`config.mk`:
```
export PLATFORM = sky130hd
export DESIGN_NAME = hash_table_cmd_queue
export DESIGN_NICKNAME = d
export VERILOG_FILES = /design/src/rtl/hash_table_pkg.sv /design/src/rtl/hash_table_sync_fifo.sv /design/src/rtl/hash_table_cmd_queue.sv
export SDC_FILE = /design/constraint.sdc
export NUM_CORES = 1
export LEC_CHECK = 0
export ABC_AREA = 1
export CORE_MARGIN = 5
export CORE_UTILIZATION = 30
export CTS_CLUSTER_DIAMETER = 40
export DETAILED_ROUTE_END_ITERATION = 10
export PLACE_DENSITY = 0.54
export SLEW_MARGIN = 40
export SYNTH_ARGS = -nofsm -noshare
export SYNTH_HDL_FRONTEND = slang
export SYNTH_HIERARCHICAL = 1
export SYNTH_SLANG_ARGS = --single-unit
```
`constraint.sdc`:
```
create_clock -name clk -period 3.8 [get_ports clk]
set_input_delay 0.76 -clock clk [delete_from_list [all_inputs] [get_ports clk]]
set_output_delay 0.76 -clock clk [all_outputs]
set_load 0.05 [all_outputs]
```
`src/rtl/hash_table_pkg.sv`:
```
// Shared definitions for the hash_table command queue front-end:
// operation encodings, FSM state type and packed-record width helpers.
package hash_table_pkg;

  localparam int OP_WIDTH = 2;

  localparam logic [OP_WIDTH-1:0] OP_INSERT = 2'b00;
  localparam logic [OP_WIDTH-1:0] OP_DELETE = 2'b01;
  localparam logic [OP_WIDTH-1:0] OP_SEARCH = 2'b10;
  localparam logic [OP_WIDTH-1:0] OP_RSVD   = 2'b11;

  // Issue sequencer states
  typedef enum logic [1:0] {
    ST_IDLE  = 2'd0,
    ST_ISSUE = 2'd1,
    ST_GAP   = 2'd2
  } state_t;

  // Width of a queued command record {op, key, value, tag}
  function automatic int cmd_bits(input int key_w, input int value_w, input int tag_w);
    return OP_WIDTH + key_w + value_w + tag_w;
  endfunction

  // Width of a response record {tag, value, error, timeout, collision}
  function automatic int resp_bits(input int value_w, input int coll_w, input int tag_w);
    return tag_w + value_w + 2 + coll_w;
  endfunction

endpackage

```
`src/rtl/hash_table_sync_fifo.sv`:
```
// Synchronous FIFO with wrap-bit pointers; full/empty/count derived from
// the pointers. Callers only push when not full (or when popping in the
// same cycle) and only pop when not empty.
module hash_table_sync_fifo #(
  parameter int WIDTH = 8,
  parameter int DEPTH = 4
) (
  input  logic                       clk,
  input  logic                       rst,
  input  logic                       push,
  input  logic [WIDTH-1:0]           push_data,
  input  logic                       pop,
  output logic [WIDTH-1:0]           pop_data,
  output logic                       full,
  output logic                       empty,
  output logic [$clog2(DEPTH):0]     count
);

  localparam int AW = $clog2(DEPTH);
  localparam int PW = AW + 1;

  logic [PW-1:0]    wr_ptr;
  logic [PW-1:0]    rd_ptr;
  logic [WIDTH-1:0] mem [DEPTH];

  // Pointer advance on push/pop
  always_ff @(posedge clk) begin
    if (rst) begin
      wr_ptr <= '0;
      rd_ptr <= '0;
    end else begin
      if (push) wr_ptr <= wr_ptr + PW'(1);
      if (pop)  rd_ptr <= rd_ptr + PW'(1);
    end
  end

  // Storage write; contents need no reset since empty gates the head
  always_ff @(posedge clk) begin
    if (push) mem[wr_ptr[AW-1:0]] <= push_data;
  end

  assign pop_data = mem[rd_ptr[AW-1:0]];
  assign empty    = (wr_ptr == rd_ptr);
  assign full     = (wr_ptr[AW] != rd_ptr[AW]) && (wr_ptr[AW-1:0] == rd_ptr[AW-1:0]);
  assign count    = wr_ptr - rd_ptr;

endmodule

```
`src/rtl/hash_table_cmd_queue.sv`:
```
// Command/response queue in front of hash_table. Commands are buffered,
// issued one at a time over the op_en/op_done level handshake, and tagged
// results are returned in command order. Hung table ops are aborted after
// TIMEOUT_CYCLES.
//
// Handshakes: a transfer happens on a rising clk edge where valid && ready
// are both high; ready never depends on valid, and response data holds
// steady while valid is high and ready is low.
//
// Optional build macro HASH_TABLE_CMDQ_STATS_EN adds saturating
// stat_issued / stat_errors / stat_timeouts counters.
module hash_table_cmd_queue
  import hash_table_pkg::*;
#(
  parameter int KEY_WIDTH      = 32,
  parameter int VALUE_WIDTH    = 32,
  parameter int COLL_WIDTH     = 2,
  parameter int TAG_WIDTH      = 4,
  parameter int CMD_DEPTH      = 4,
  parameter int RESP_DEPTH     = 4,
  parameter int TIMEOUT_CYCLES = 64
) (
  input  logic                        clk,
  input  logic                        rst,
  input  logic                        cmd_valid,
  output logic                        cmd_ready,
  input  logic [1:0]                  cmd_op,
  input  logic [KEY_WIDTH-1:0]        cmd_key,
  input  logic [VALUE_WIDTH-1:0]      cmd_value,
  input  logic [TAG_WIDTH-1:0]        cmd_tag,
  output logic                        resp_valid,
  input  logic                        resp_ready,
  output logic [TAG_WIDTH-1:0]        resp_tag,
  output logic [VALUE_WIDTH-1:0]      resp_value,
  output logic                        resp_error,
  output logic                        resp_timeout,
  output logic [COLL_WIDTH-1:0]       resp_collision,
  output logic [KEY_WIDTH-1:0]        ht_key_in,
  output logic [VALUE_WIDTH-1:0]      ht_value_in,
  output logic [1:0]                  ht_op_sel,
  output logic                        ht_op_en,
  input  logic [VALUE_WIDTH-1:0]      ht_value_out,
  input  logic                        ht_op_done,
  input  logic                        ht_op_error,
  input  logic [COLL_WIDTH-1:0]       ht_collision_count,
`ifdef HASH_TABLE_CMDQ_STATS_EN
  output logic [15:0]                 stat_issued,
  output logic [15:0]                 stat_errors,
  output logic [15:0]                 stat_timeouts,
`endif
  output state_t                      dbg_state,
  output logic [$clog2(CMD_DEPTH):0]  dbg_cmd_count,
  output logic [$clog2(RESP_DEPTH):0] dbg_resp_count
);

  localparam int CMD_W  = cmd_bits(KEY_WIDTH, VALUE_WIDTH, TAG_WIDTH);
  localparam int RESP_W = resp_bits(VALUE_WIDTH, COLL_WIDTH, TAG_WIDTH);
  localparam int TMO_W  = $clog2(TIMEOUT_CYCLES);
  localparam logic [TMO_W-1:0] TMO_LAST = TMO_W'(TIMEOUT_CYCLES - 1);

  typedef struct packed {
    logic [1:0]             op;
    logic [KEY_WIDTH-1:0]   key;
    logic [VALUE_WIDTH-1:0] value;
    logic [TAG_WIDTH-1:0]   tag;
  } cmd_t;

  typedef struct packed {
    logic [TAG_WIDTH-1:0]   tag;
    logic [VALUE_WIDTH-1:0] value;
    logic                   error;
    logic                   timeout;
    logic [COLL_WIDTH-1:0]  collision;
  } resp_t;

  cmd_t   cmd_in;
  cmd_t   cmd_head;
  resp_t  resp_in;
  resp_t  resp_head;

  logic   cmd_push, cmd_pop, cmd_full, cmd_empty;
  logic   resp_push, resp_pop, resp_full, resp_empty;

  state_t                 state_q, state_d;
  logic                   issue_load;
  logic [TAG_WIDTH-1:0]   cur_tag;
  logic [TMO_W-1:0]       tmo_cnt;

  assign cmd_in    = {cmd_op, cmd_key, cmd_value, cmd_tag};
  assign cmd_ready = !rst && !cmd_full;
  assign cmd_push  = cmd_valid && cmd_ready;

  assign resp_valid = !resp_empty;
  assign resp_pop   = resp_valid && resp_ready;

  hash_table_sync_fifo #(.WIDTH(CMD_W), .DEPTH(CMD_DEPTH)) u_cmd_fifo (
    .clk       (clk),
    .rst       (rst),
    .push      (cmd_push),
    .push_data (cmd_in),
    .pop       (cmd_pop),
    .pop_data  (cmd_head),
    .full      (cmd_full),
    .empty     (cmd_empty),
    .count     (dbg_cmd_count)
  );

  hash_table_sync_fifo #(.WIDTH(RESP_W), .DEPTH(RESP_DEPTH)) u_resp_fifo (
    .clk       (clk),
    .rst       (rst),
    .push      (resp_push),
    .push_data (resp_in),
    .pop       (resp_pop),
    .pop_data  (resp_head),
    .full      (resp_full),
    .empty     (resp_empty),
    .count     (dbg_resp_count)
  );

  // Response head is only meaningful while valid; otherwise drive zeros
  assign resp_tag       = resp_valid ? resp_head.tag       : '0;
  assign resp_value     = resp_valid ? resp_head.value     : '0;
  assign resp_error     = resp_valid ? resp_head.error     : 1'b0;
  assign resp_timeout   = resp_valid ? resp_head.timeout   : 1'b0;
  assign resp_collision = resp_valid ? resp_head.collision : '0;

  assign dbg_state = state_q;

  // Next-state and FIFO control; a response slot must be free (or freeing
  // this cycle) before a command leaves the queue, so the single in-flight
  // op always has somewhere to land
  always_comb begin
    state_d    = state_q;
    cmd_pop    = 1'b0;
    resp_push  = 1'b0;
    resp_in    = '0;
    issue_load = 1'b0;
    case (state_q)
      ST_IDLE: begin
        if (!cmd_empty && (!resp_full || resp_pop)) begin
          cmd_pop = 1'b1;
          case (cmd_head.op)
            OP_INSERT, OP_DELETE, OP_SEARCH: begin
              issue_load = 1'b1;
              state_d    = ST_ISSUE;
            end
            OP_RSVD: begin
              resp_push     = 1'b1;
              resp_in.tag   = cmd_head.tag;
              resp_in.error = 1'b1;
            end
            default: ;
          endcase
        end
      end
      ST_ISSUE: begin
        if (ht_op_done) begin
          resp_push         = 1'b1;
          resp_in.tag       = cur_tag;
          resp_in.value     = (ht_op_sel == OP_SEARCH) ? ht_value_out : '0;
          resp_in.error     = ht_op_error;
          resp_in.collision = ht_collision_count;
          state_d           = ST_GAP;
        end else if (tmo_cnt == TMO_LAST) begin
          resp_push       = 1'b1;
          resp_in.tag     = cur_tag;
          resp_in.error   = 1'b1;
          resp_in.timeout = 1'b1;
          state_d         = ST_GAP;
        end
      end
      ST_GAP:  state_d = ST_IDLE;
      default: state_d = ST_IDLE;
    endcase
  end

  // State register, table-side request registers and timeout counter
  always_ff @(posedge clk) begin
    if (rst) begin
      state_q     <= ST_IDLE;
      ht_op_en    <= 1'b0;
      ht_key_in   <= '0;
      ht_value_in <= '0;
      ht_op_sel   <= '0;
      cur_tag     <= '0;
      tmo_cnt     <= '0;
    end else begin
      state_q <= state_d;
      if (issue_load) begin
        ht_key_in   <= cmd_head.key;
        ht_value_in <= cmd_head.value;
        ht_op_sel   <= cmd_head.op;
        ht_op_en    <= 1'b1;
        cur_tag     <= cmd_head.tag;
        tmo_cnt     <= '0;
      end else if (state_q == ST_ISSUE) begin
        if (state_d == ST_GAP) ht_op_en <= 1'b0;
        else                   tmo_cnt  <= tmo_cnt + TMO_W'(1);
      end
    end
  end

`ifdef HASH_TABLE_CMDQ_STATS_EN
  // Saturating activity counters
  always_ff @(posedge clk) begin
    if (rst) begin
      stat_issued   <= '0;
      stat_errors   <= '0;
      stat_timeouts <= '0;
    end else begin
      if (state_q == ST_ISSUE && state_d == ST_GAP && stat_issued != 16'hFFFF)
        stat_issued <= stat_issued + 16'd1;
      if (resp_push && resp_in.error && stat_errors != 16'hFFFF)
        stat_errors <= stat_errors + 16'd1;
      if (resp_push && resp_in.timeout && stat_timeouts != 16'hFFFF)
        stat_timeouts <= stat_timeouts + 16'd1;
    end
  end
`endif

endmodule

```
==> out/metrics.cfg <==
[cts]
cts_tree=yes
clockBufferDepth=3
clock_latency_ps=640
cts.sinks=535
cts_made_buffers=88
holdBufCountCts=0
cts.htree.levels=3
clkTransAtPathRegs_ps=50
cts-root-buf=clkbuf_16

[setup_path]
worstSetupPathType=flip-flop to output pin
ff2ff_path_depth=12
startpoint=u_resp_fifo/wr_ptr[0]$_SDFFE_PP0P_
r2r_end=u_resp_fifo/mem[3][37]$_DFFE_PP_
start_kind=flip-flop
critPathCaptureType=output pin
critPathArrivalTime_ps=2830
reg2reg_from=u_cmd_fifo/wr_ptr[0]$_SDFFE_PP0P_
rrSetupSlack_ps=670
required_ps=3040
cp_max_fo=42

[global_routing]
grt_pass1_vias=16180
grt_pass1_wl_mm=91.0
grt_start_max_net_pins=106
grt_antenna_before_repair=16
grtUsageTotal_pct=14.0
grt.overflow.total=0

[pwr]
power_frac_seq_pct=30.2
power_frac_comb_pct=38.4
p_per_area_mw_per_mm2=837
p_switching_uw=10200
clkPwrFrac_pct=31.4
p_sw_share_pct=41.3
ir_drop_mv=0.460
p_int_uw=14500
power.leakage_uw=0.0127

[synthesis]
syn-instance-count=2383
synth-xor-area-share_pct=0.187
syn-num-nets=2510
synth_fa_ha_area_share_pct=0.975
ys_seq_area_share_pct=64.7
postSynthRegisterBits=535
syn_avg_cell_area_um2=9.80
synth_compound_area_share_pct=1.97
synth_top_family_by_area=simple AND/OR/NAND/NOR gates
netlist_area_mm2=0.0234
muxShareOfSynthArea_pct=0
ys_types=34
yosys.area_share.simple_pct=20.4
synth_warnings=6

[timing]
period_minus_slack_ps=3590
drv_slew=0
setup_viol=0
fin_crit_sh_pct=94.4
fin_setup_tns_ps=0
rsz0062_at_grt=no
max_freq_mhz=279
hold_violations=0
slew_headroom_pct=43.4
finClkSkew_ps=44.5
worstMarginPinSlew_ps=849

[min_path]
hold_start=rst
hold_class=input pin to flip-flop
whs_endpoint=u_cmd_fifo/rd_ptr[0]$_SDFFE_PP0P_
hold_depth=2

[cells_and_area]
layout.nets=2757
syn_to_final_growth_pct=26.4
instances_no_fill=3752
drive_above_1_share_pct=11.2

[outcome]
status=completed

[route]
drtPass1Iterations=5
vias_per_cell=4.31
drt_wl_total_mm=58.9
drc=0
wire_per_inst_um=15.7
drt_iter0_markers=866
antenna_left=0
routed-via-count=16162

[die]
die_y_um=289
core_area_mm2=0.0773
die_area_mm2=0.0835
start_util_pct=30.2
rows=102
pin_count=227
die_x_um=289

[run]
cap_viol_max_count=0

[placement]
port-buffer-count=226
dp_cells=3580
place_congestion=0.739
dp_hpwl_mm=37.0

[stage by stage]
stage          area (um2)  setup slack (ps)  utilization, %  power [uW]  hold WS, ps
3_3_place_gp        26500               378            34.3       17100          452
4_1_cts             29500              49.6            38.2       25100          354
5_1_grt             29500              63.5            38.2       26100          376
2_1_floorplan       23400               592               -       14300          444
3_5_place_dp        26500               387            34.3       17200          455
6_report            29500               212            38.2       24700          404
[state kept, by name (all words and copies together) (netlist names), named ones only]
name,cells
u_cmd_fifo/mem,280
u_resp_fifo/mem,160
ht_key_in,32
ht_value_in,32
tmo_cnt,6
cur_tag,4
u_cmd_fifo/rd_ptr,3
u_cmd_fifo/wr_ptr,3
u_resp_fifo/rd_ptr,3
u_resp_fifo/wr_ptr,3
dbg_state,2
ht_op_sel,2
ht_op_en,1
[how the worst max path moves through the flow]
stage,to,slack (ps)
CTS,resp_valid,50
finish,resp_valid,210
global route,resp_valid,60
floorplan,u_cmd_fifo/mem[0][0]$_DFFE_PP_,590
global placement,u_resp_fifo/mem[3][21]$_DFFE_PP_,380
detailed placement,u_resp_fifo/mem[3][21]$_DFFE_PP_,390
[repair_timing]
item | 4_1_cts | 5_1_grt
resized for setup | 0 | 1
buffers inserted | 0 | 0
endpoints found under the setup margin | 0 | 1
hold endpoints to repair | 0 | 0
[routing by layer]
layer  up-vias  wire length, um  share of wire [%]  track usage (%)
li1       7948                -                  -                -
met1      7705            25100                 43             17.1
met2       384            28400                 48             24.0
met3       107             4100                7.0             3.89
met4        18             1180                2.0             4.21
met5         -              106               0.18                0
[cells by family after synthesis]
family	Yosys count
compound gates	91
xor+xnor	5
fa+ha+maj	17
buf+inv	638
flops	535
simple gates	1097
[synth_stat cells (all sizes together)]
master | n | share of area (%)
nor3b | 33 | 1.7
nor2 | 69 | 1.2
clkbuf | 15 | 0.25
nand2 | 757 | 12
dfxtp | 95 | 8.1
o21ai | 5 | 0.12
xor2 | 3 | 0.11
xnor2 | 2 | 0.075
nand3 | 235 | 5.1
clkinv | 1 | 0.021
inv | 529 | 8.5
buf | 93 | 3.0
edfxtp | 440 | 57
nand3b | 2 | 0.064
ha | 15 | 0.80
nor3 | 1 | 0.043
a21oi | 86 | 1.8
fa | 2 | 0.17
[layout by cell type, fill, tap and decap left out, drive strengths merged]
master	n
a21oi	86
buf	79
bufinv	5
clkbuf	103
clkdlybuf4s50	185
clkinv	39
clkinvlp	13
dfxtp	95
diode	7
edfxtp	440
fa	2
ha	15
inv	536
nand2	757
nand3	235
nand3b	2
nor2	69
nor3	1
nor3b	33
o21ai	5
xnor2	2
xor2	3
[layout make-up]
class                      instances  area (um2)
inverter                         530        2000
tap                             1040        1300
timing repair buffer             265        2590
clock inverter                    63         679
multi-input combinational       1210        5520
antenna                            7        17.5
clock buffer                     102        2290
sequential                       535       15100
fill                            7596       47800
[power by group through the flow]
stage | Clock, uW | Sequential, uW | Combinational (uW)
6_report | 7770 | 7470 | 9480
3_5_place_dp | 0 | 7580 | 9650
3_3_place_gp | 0 | 7570 | 9550
4_1_cts | 7970 | 7470 | 9670
5_1_grt | 8270 | 7540 | 10300
2_1_floorplan | 0 | 8600 | 5670
[critical path, cell delays in order, from the launching register on]
cell	delay (ps)
dfxtp_1	390
inv_1	120
ha_1	330
nand2_1	110
a21oi_4	150
buf_6	330
inv_1	80
clkdlybuf4s50_1	710
Note: power is estimated with default switching activity, not from simulation.
